`config.mk`:
```
export PLATFORM = sky130hd
export DESIGN_NAME = unary_dot_scheduler
export DESIGN_NICKNAME = d
export VERILOG_FILES = /design/src/rtl/unary_pkg.sv /design/src/rtl/unary_dot_scheduler_lane_done_tracker.sv /design/src/rtl/unary_dot_scheduler.sv
export SDC_FILE = /design/constraint.sdc
export NUM_CORES = 1
export LEC_CHECK = 0
export ABC_AREA = 1
export CORE_MARGIN = 1
export CORE_UTILIZATION = 47
export CTS_BUF_LIST = sky130_fd_sc_hd__clkbuf_8
export DETAILED_ROUTE_END_ITERATION = 10
export PLACE_DENSITY = 0.83
export SLEW_MARGIN = 20
export SYNTH_ARGS = -nofsm -noshare
export SYNTH_HDL_FRONTEND = slang
export SYNTH_SLANG_ARGS = --single-unit
export TNS_END_PERCENT = 30
```
`constraint.sdc`:
```
create_clock -name clk -period 2.1 [get_ports clk]
set_input_delay 0.315 -clock clk [delete_from_list [all_inputs] [get_ports clk]]
set_output_delay 0.315 -clock clk [all_outputs]
set_load 0.02 [all_outputs]
```
`src/rtl/unary_pkg.sv`:
```
// Shared constants, FSM encoding and operand-group type for the unary dot-product scheduler.
package unary_pkg;

  localparam int LANES = 16;
  localparam int OP_W  = 4;
  localparam int ACC_W = 8;
  localparam int GRP_W = 8;

  typedef enum logic [2:0] {
    S_IDLE,
    S_FETCH,
    S_ISSUE,
    S_WAIT,
    S_DRAIN,
    S_RESULT
  } sched_state_t;

  typedef logic [LANES-1:0][OP_W-1:0] op_grp_t;

  // A lane is only worth issuing when both operands are non-zero; product blocks mis-count on w=0.
  function automatic logic [LANES-1:0] lane_active(input op_grp_t w, input op_grp_t x);
    logic [LANES-1:0] m;
    m = '0;
    for (int i = 0; i < LANES; i++) begin
      m[i] = (w[i] != '0) && (x[i] != '0);
    end
    return m;
  endfunction

endpackage

```
`src/rtl/unary_dot_scheduler_lane_done_tracker.sv`:
```
// Tracks which lanes of the in-flight group are active and which have reported done.
// Completion is combinational so the scheduler can leave WAIT in the cycle the last done arrives.
module lane_done_tracker
  import unary_pkg::*;
(
  input  logic             clk,
  input  logic             reset_n,
  input  logic             i_load,
  input  op_grp_t          i_w,
  input  op_grp_t          i_x,
  input  logic             i_clear,
  input  logic             i_update,
  input  logic [LANES-1:0] i_done,
  output logic [LANES-1:0] o_load_active,
  output logic             o_complete
);

  logic [LANES-1:0] r_active;
  logic [LANES-1:0] r_done_seen;
  logic [LANES-1:0] w_done_now;

  assign o_load_active = lane_active(i_w, i_x);
  // Stale dones from lanes that were not issued this group are ignored through the active mask.
  assign w_done_now    = i_done & r_active;
  assign o_complete    = &(r_done_seen | w_done_now | ~r_active);

  always_ff @(posedge clk or negedge reset_n) begin
    if (!reset_n) begin
      r_active    <= '0;
      r_done_seen <= '0;
    end else begin
      if (i_load) begin
        r_active <= o_load_active;
      end
      if (i_clear) begin
        r_done_seen <= '0;
      end else if (i_update) begin
        r_done_seen <= r_done_seen | w_done_now;
      end
    end
  end

endmodule

```
`src/rtl/unary_dot_scheduler.sv`:
```
// Runs one dot-product job over the 16-lane unary product array, one operand group at a time.
// Per group: 1 fetch + 1 issue + slowest lane; result is held until res_ready, job_valid ignored while busy.
module unary_dot_scheduler
  import unary_pkg::*;
(
  input  logic             clk,
  input  logic             reset_n,
  input  logic             job_valid,
  output logic             job_ready,
  input  logic [GRP_W-1:0] job_groups,
  input  logic             op_valid,
  output logic             op_ready,
  input  op_grp_t          op_w,
  input  op_grp_t          op_x,
  output logic [LANES-1:0] pb_in_rdy,
  output op_grp_t          pb_w,
  output op_grp_t          pb_x,
  input  logic [LANES-1:0] pb_done,
  input  logic [ACC_W-1:0] acc_value,
  output logic             res_valid,
  input  logic             res_ready,
  output logic [ACC_W-1:0] res_data,
  output logic             busy
);

  sched_state_t     r_state;
  logic [GRP_W-1:0] r_remaining;
  logic [ACC_W-1:0] r_base;
  logic [ACC_W-1:0] r_res_data;
  logic [LANES-1:0] r_pb_in_rdy;
  op_grp_t          r_pb_w;
  op_grp_t          r_pb_x;
  logic             r_job_ready;
  logic             r_op_ready;
  logic             r_res_valid;
  logic             r_busy;

  logic             w_fetch_accept;
  logic [LANES-1:0] w_load_active;
  logic             w_complete;
  logic             w_last_group;

  assign w_fetch_accept = (r_state == S_FETCH) && op_valid;
  assign w_last_group   = (r_remaining == GRP_W'(1));

  lane_done_tracker u_tracker (
    .clk           (clk),
    .reset_n       (reset_n),
    .i_load        (w_fetch_accept),
    .i_w           (op_w),
    .i_x           (op_x),
    .i_clear       (r_state == S_ISSUE),
    .i_update      (r_state == S_WAIT),
    .i_done        (pb_done),
    .o_load_active (w_load_active),
    .o_complete    (w_complete)
  );

  always_ff @(posedge clk or negedge reset_n) begin
    if (!reset_n) begin
      r_state     <= S_IDLE;
      r_remaining <= '0;
      r_base      <= '0;
      r_res_data  <= '0;
      r_pb_in_rdy <= '0;
      r_pb_w      <= '0;
      r_pb_x      <= '0;
      r_job_ready <= 1'b1;
      r_op_ready  <= 1'b0;
      r_res_valid <= 1'b0;
      r_busy      <= 1'b0;
    end else begin
      r_pb_in_rdy <= '0;
      case (r_state)
        S_IDLE: begin
          if (job_valid) begin
            r_remaining <= job_groups;
            r_base      <= acc_value;
            r_job_ready <= 1'b0;
            r_busy      <= 1'b1;
            if (job_groups == '0) begin
              r_res_data  <= '0;
              r_res_valid <= 1'b1;
              r_state     <= S_RESULT;
            end else begin
              r_op_ready <= 1'b1;
              r_state    <= S_FETCH;
            end
          end
        end
        S_FETCH: begin
          if (op_valid) begin
            r_pb_w <= op_w;
            r_pb_x <= op_x;
            // An all-zero group contributes nothing, so it retires without touching the lanes.
            if (w_load_active == '0) begin
              r_remaining <= r_remaining - GRP_W'(1);
              if (w_last_group) begin
                r_op_ready <= 1'b0;
                r_state    <= S_DRAIN;
              end
            end else begin
              r_op_ready  <= 1'b0;
              r_pb_in_rdy <= w_load_active;
              r_state     <= S_ISSUE;
            end
          end
        end
        S_ISSUE: begin
          r_state <= S_WAIT;
        end
        S_WAIT: begin
          if (w_complete) begin
            r_remaining <= r_remaining - GRP_W'(1);
            if (w_last_group) begin
              r_state <= S_DRAIN;
            end else begin
              r_op_ready <= 1'b1;
              r_state    <= S_FETCH;
            end
          end
        end
        S_DRAIN: begin
          // The accumulator cannot be cleared, so the job result is its growth since job start.
          r_res_data  <= acc_value - r_base;
          r_res_valid <= 1'b1;
          r_state     <= S_RESULT;
        end
        S_RESULT: begin
          if (res_ready) begin
            r_res_valid <= 1'b0;
            r_busy      <= 1'b0;
            r_job_ready <= 1'b1;
            r_state     <= S_IDLE;
          end
        end
        default: begin
          r_state <= S_IDLE;
        end
      endcase
    end
  end

  assign job_ready = r_job_ready;
  assign op_ready  = r_op_ready;
  assign pb_in_rdy = r_pb_in_rdy;
  assign pb_w      = r_pb_w;
  assign pb_x      = r_pb_x;
  assign res_valid = r_res_valid;
  assign res_data  = r_res_data;
  assign busy      = r_busy;

endmodule

```
==> flow_summary.ini <==
[logic_synthesis]
avgSynthCellArea_um2 = 10.49
synth-seq-cells = 207
syn_inst = 868
synth.distinct_cells = 34
yosysTopAreaCell = dfrtp_1
synth_area_um2 = 9105
yosys_warnings = 0
ys_seq_area_share_pct = 56.91
synth_area_leaders = dfrtp_1 57%, mux2_2 11%, nand2_1 6.8%
synth.top_cell.area_share_pct = 56.62
synth_nets = 1043

[place]
dpl-instance-area_um2 = 12970
place_congestion = 0.8678
place_ws_ns = -0.1961
dpl.hpwl_mm = 20.86
port_buffers = 320

[clock_network]
htreeDepth = 2
clock_latency_ns = 0.52
root_buffer = clkbuf_8
clk_path_buf_depth = 3
numCtsBuffers = 36
cts.sinks = 207
cts_setup_buffers = 0
cts_tree = yes
clkTransAtPathRegs_ns = 0.06

[sta]
hold_viol = 0
setup_tns_ns = 0
final-max-slew-violation-count = 0
tightestPinTransition_ns = 0.6018
timing.final.crit_share_pct = 94.20
worst_slack_ns = 0.1218
finalSetupViolCount = 0
slew_headroom_pct = 59.73
fmax_mhz = 505.5
rsz0062_at_grt = false
clock_skew_ns = 0.01641
finalCriticalPeriod_ns = 1.978

[flow_run]
maxCapViolations = 0

[critical_path]
slowest_stage = clkdlybuf4s50_1
critical_path_depth = 1
cp_max_fo = 2
endpoint_kind = output pin
r2r_cells = 6
slowest_delay_ns = 0.62
cp-start-kind = register
crit_start = job_ready
critical_path_required_ns = 1.78
cp.arrival_ns = 1.66
rr_endpoint = pb_x[62]
cp_num_buf_inv = 1
crit_family = buffers and inverters
cp_cell_sequence = clkdlybuf4s50_1
path_class = register to output pin
reg2reg_setup_slack_ns = 0.32
rr_startpoint = r_state[1]
crit_path_end = job_ready

[power]
p_total_uw = 20780
ir_drop_mv = 0.9660
power_leakage_uw = 0.006352
powerDensity_nw_per_um2 = 1520

[layout]
antenna_cells = 0
drive_gt1_share_pct = 18.12
final_common_cell = clkdlybuf4s50_1
final_cell_mix = 319 x clkdlybuf4s50_1, 206 x dfrtp_1, 164 x nand2_1, 101 x nor2_1, 91 x mux2_2
postLayoutCellArea_um2 = 13670
areaGrowthSynthToFinish_pct = 50.17
layout.nets = 1425

[floorplanning]
dieArea_um2 = 19930
die_x_um = 141.2
die_height_um = 141.2
core_area_um2 = 18830
io_pins = 321
initial_core_util_pct = 48.35
row_count = 50

[min_path]
hold_path_class = input port to asynchronous set/reset pin

[global_route]
grt_pass1_vias = 8000
grt_first_pass_wirelength_mm = 42.17
antenna_found_initial = 0
grt_start_max_net_pins = 64
grt-ovfl-total = 0
track_usage_pct = 27.86

[run_status]
status = complete, no violations

[route]
post_drt_via_cell_ratio = 5.001
drt_iter0_markers = 326
wl_per_cell_um = 17.84
num_vias = 7677
drt-total-wl_mm = 27.38
drc = 0
ant_nets = 0
first_pass_iters = 4
==> area by class of cell <==
cell class | instances | area [µm²]
flip-flops and latches | 207 | 5181
fillers | 1314 | 5157
repair buffers | 368 | 3682
multi-input cells | 565 | 3520
clock buffers | 45 | 619.3
well taps | 260 | 325.3
inverters | 72 | 270.3
clock inverters | 18 | 75.07
==> worst min-delay path by stage <==
| stage | end | slack, ns |
|---|---|---|
| after floorplan | busy | 0.02 |
| after global placement | pb_w[35] | 0.36 |
| after detailed placement | pb_w[35] | 0.37 |
| after CTS | pb_x[38] | 0.35 |
| after global routing | pb_x[38] | 0.38 |
| final | pb_in_rdy[14] | 0.38 |
==> synth_stat cells, drive strengths merged <==
| cell | count |
|---|---|
| dfrtp | 206 |
| nand3 | 41 |
| dfstp | 1 |
| nor3 | 2 |
| nand3b | 13 |
| ha | 9 |
| xor2 | 3 |
| buf | 22 |
| o2111ai | 1 |
| and3 | 1 |
| a21oi | 24 |
| fa | 1 |
| inv | 72 |
| clkbuf | 2 |
| a31o | 2 |
| nor2 | 108 |
| nand4 | 4 |
| o21a | 1 |
| xnor2 | 3 |
| nand2 | 169 |
| o21ai | 69 |
| mux2 | 114 |
==> metal layers <==
metal | GRT usage (%) | wire, µm
met5 | 0 | 0
met4 | 13.50 | 1209
met3 | 8.288 | 1868
met2 | 45.81 | 13290
met1 | 33.51 | 11010
==> registers in the layout (all words and copies together), names as in the netlist, 3 cells and up <==
| register | cells |
|---|---|
| res_data | 8 |
| pb_w | 64 |
| r_remaining | 8 |
| pb_x | 64 |
| pb_in_rdy | 16 |
| r_state | 3 |
| u_tracker.r_done_seen | 16 |
| u_tracker.r_active | 16 |
| r_base | 8 |
==> logic make-up (layout without fill, tap and decap cells) <==
kind of cell / Yosys count / after routing / synth area share (%)
xor gates and xnor gates: 6 / 6 / 0.5773
and+or+nand+nor: 338 / 338 / 15.95
adders and majority gates: 10 / 10 / 1.457
DFF: 207 / 207 / 56.91
buffers and inverters: 96 / 503 / 4.535
muxes: 114 / 114 / 14.92
AOI/OAI and AO/OA: 97 / 97 / 5.648
==> through the flow <==
| stage | utilization, % | instances | hold WS (ns) |
|---|---|---|---|
| final | 72.61 | 1535 | 0.3757 |
| after floorplan | - | 868 | 0.01941 |
| after CTS | 72.61 | 1535 | 0.3530 |
| after global routing | 72.61 | 1535 | 0.3789 |
| after detailed placement | 68.87 | 1471 | 0.3656 |
| after global placement | 68.87 | 1471 | 0.3634 |
==> power breakdown <==
| part | internal [µW] | switching, µW | leakage (µW) | total, µW |
|---|---|---|---|---|
| clock | 1920 | 1620 | 0.000409 | 3540 |
| combinational | 4990 | 5260 | 0.00344 | 10300 |
| sequential | 5910 | 1080 | 0.00250 | 6990 |
==> what timing repair did <==
action                                  CTS  global route
hold buffers                              1             0
hold endpoints to repair                 58             0
endpoints found under the setup margin    0             0
gates resized for setup                   0             0
(Power assumes the default switching activity.)
==> RTL change, RTL diff (config.mk and constraints unchanged) <==
Reset style: synchronous (`reset_n`), changed in 2 clocked blocks.
--- a/src/rtl/unary_dot_scheduler_lane_done_tracker.sv
+++ b/src/rtl/unary_dot_scheduler_lane_done_tracker.sv
@@ -24,7 +24,7 @@
   assign w_done_now    = i_done & r_active;
   assign o_complete    = &(r_done_seen | w_done_now | ~r_active);
 
-  always_ff @(posedge clk or negedge reset_n) begin
+  always_ff @(posedge clk) begin
     if (!reset_n) begin
       r_active    <= '0;
       r_done_seen <= '0;
--- a/src/rtl/unary_dot_scheduler.sv
+++ b/src/rtl/unary_dot_scheduler.sv
@@ -56,7 +56,7 @@
     .o_complete    (w_complete)
   );
 
-  always_ff @(posedge clk or negedge reset_n) begin
+  always_ff @(posedge clk) begin
     if (!reset_n) begin
       r_state     <= S_IDLE;
       r_remaining <= '0;
Function: differs if reset_n is asserted again (counterexample within 4 cycles, from zero or initial values and one cycle with reset_n low); with reset_n held inactive, the same outputs for 4 cycles.
==> RTL change against the original RTL <==
Count of clock-buffer cells in the layout is the same. Sequential cell count is the same. Sequential share of layout area shrank 5.7 points. Total power shrank 28%. Non-clock buffer count grew 13. Global-route usage grew 2.4 points. Synthesized cell count grew 34%. Worst setup slack gained 0.12 ns. Area after synthesis shrank 7.2%. Wire length grew 3.1%. Design area shrank 5.9%. Critical endpoint is now r_remaining[4]. Largest power group unchanged.
==> RTL change: results (changes against the original RTL) <==
=================================================================================================================
Initial DRC count                                                                                             512   +57%
Wire length of the first global-routing pass                                                             43600 um   +3.4%
Dpl hpwl                                                                                                 20500 um   -1.7%
Delay contributed by the slowest stage of the critical path                                               0.43 ns   -0.19 ns
Hold Buf Count CTS                                                                                              0   -1
Arrival time worst endpoint                                                                               2.25 ns   +0.59 ns
Proportion of layout cells with a drive suffix above 1                                                      8.73%   -9.4 points
Final weighted congestion in routability-driven placement                                                   0.903   +4.1%
Register-to-Register Setup Slack                                                                          0.25 ns   -0.07 ns
NumNets Final                                                                                                1698   +19%
Most instantiated cells after synthesis                                                              nor2_1, dfxtp_1, o21ai_0, nand2_1, inv_1
Count of antenna diodes in the layout                                                                           0   unchanged
Synth Area in Compound Gates                                                                                14.2%   +8.5 points
Largest net degree at the start of global routing                                                             127   +98%
Run status                                                                                           complete, no violations
Worst hold stages                                                                                               3
Hold slack                                                                                               0.287 ns   -0.0890 ns
Unique masters post-synth                                                                                      32   -5.9%
Total via count in the routed design                                                                         9007   +17%
Launch instance of the worst register-to-register path                                                 r_state[2]
Clock transition at path regs                                                                             0.06 ns   about the same
Synth warn                                                                                                      0   unchanged
Worst setup timing slack at the placement stage                                                         -0.185 ns   +0.0115 ns
DRT Pass-1 Iters                                                                                                5   +1
Vias in the first global route                                                                               8759   +9.5%
Syn_nets                                                                                                     1334   +28%
Worst-case vdd ir drop                                                                                     881 uV   -8.8%
Post-synthesis async set-or-reset flop share                                                                   0%   -100 points
Critical path's top delay family                                                                     simple AND/OR/NAND/NOR gates
Root buffer cell                                                                                         clkbuf_8
Endpoint of the lowest-slack register-to-register path                                                   pb_x[45]
Cts repair resizes                                                                                              0   unchanged
Reg2reg path depth                                                                                              9   +3
Synthesized-area fraction occupied by xor and xnor cells                                                   0.415%   -0.16 points
Detailed Route WL                                                                                        28200 um   +3.1%
Class of the most critical hold timing path                                                          input port to flop
Later-pin clock latency in the skew report                                                                0.51 ns
Worst-path maximum fanout                                                                                       7   +5
Arithmetic-cell share of the synthesized area counting full adders, half adders and majority gates          1.57%   +0.11 points
Leak                                                                                                      5.57 nW   -12%
Count of final max-slew check failures                                                                          0   unchanged
Num CTS Buffers                                                                                                36   unchanged
Initial antenna violation count                                                                                 0   unchanged
Cell types occupying the most area after synthesis                                                   dfxtp_1, nor2_1, o21ai_0
Multiplexer area fraction after synthesis                                                                      0%   -15 points
Transition time at the pin with the least slew margin                                                    0.585 ns   -0.0164 ns
Maximum clock insertion buffer count                                                                            3   unchanged
Startpoint of the lowest-slack hold path                                                                  reset_n
Portion of the post-synthesis area used by sequential elements                                              49.0%   -7.9 points
Setup skew after layout                                                                                 0.0190 ns   +0.00262 ns
Highest-delay cell along the critical path                                                           clkdlybuf4s50_1
Number of cells in the finished layout apart from fillers                                                    1772   +15%
Count of mapped cells out of synthesis                                                                       1159   +34%
H-tree depth reported by CTS                                                                                    2   unchanged
Overall track demand over capacity in global routing                                                        30.3%   +2.4 points
=================================================================================================================
RTL change: cells by family after synthesis:
group,count (synthesis)
simple gates,589
flops,207
xor+xnor,4
buf+inv,119
fa+ha+maj,10
compound gates,230
RTL change: worst max path at each step:
stage / startpoint / end / slack, ns / cells after the start
global placement: op_w[41] / r_remaining[4] / -0.16 / 14
floorplan: acc_value[0] / res_data[6] / 0.47 / 12
finish: op_x[18] / r_remaining[4] / 0.24 / 14
global route: r_state[2] / r_remaining[6] / 0.12 / 10
CTS: pb_x[15] / pb_x[15] / 0.23 / 1
detailed placement: op_x[18] / r_remaining[4] / -0.18 / 14
RTL change: per-layer routing:
| layer | up-vias | global-route usage (%) | wire [um] |
|---|---|---|---|
| li1 | 4450 | - | - |
| met1 | 4092 | 34.1 | 10800 |
| met2 | 360 | 50.4 | 13300 |
| met3 | 105 | 9.32 | 2560 |
| met4 | 0 | 17.6 | 1620 |
| met5 | - | 0 | 0 |
RTL change: layout make-up:
type,count,area (um2)
sequential,207,4140
fill,1335,4550
clock buffer,45,619
multi-input combinational,833,3760
timing repair buffer,381,3750
clock inverter,17,68.8
tap,225,282
inverter,64,241
RTL change: power by group:
group	internal, mW	switching [mW]
sequential	4.86	0.509
clock	1.92	1.58
combinational	2.56	3.51
total	9.34	5.60
RTL change: metrics by stage:
stage | setup TNS [ns] | utilization (%) | instance area (um2) | power (mW)
finish | 0 | 73.9 | 12900 | 14.9
global placement | -2.32 | 69.9 | 12200 | 11.3
floorplan | 0 | - | 8450 | 8.82
detailed placement | -2.99 | 69.9 | 12200 | 11.4
global route | 0 | 73.9 | 12900 | 15.8
CTS | 0 | 73.9 | 12900 | 15.0
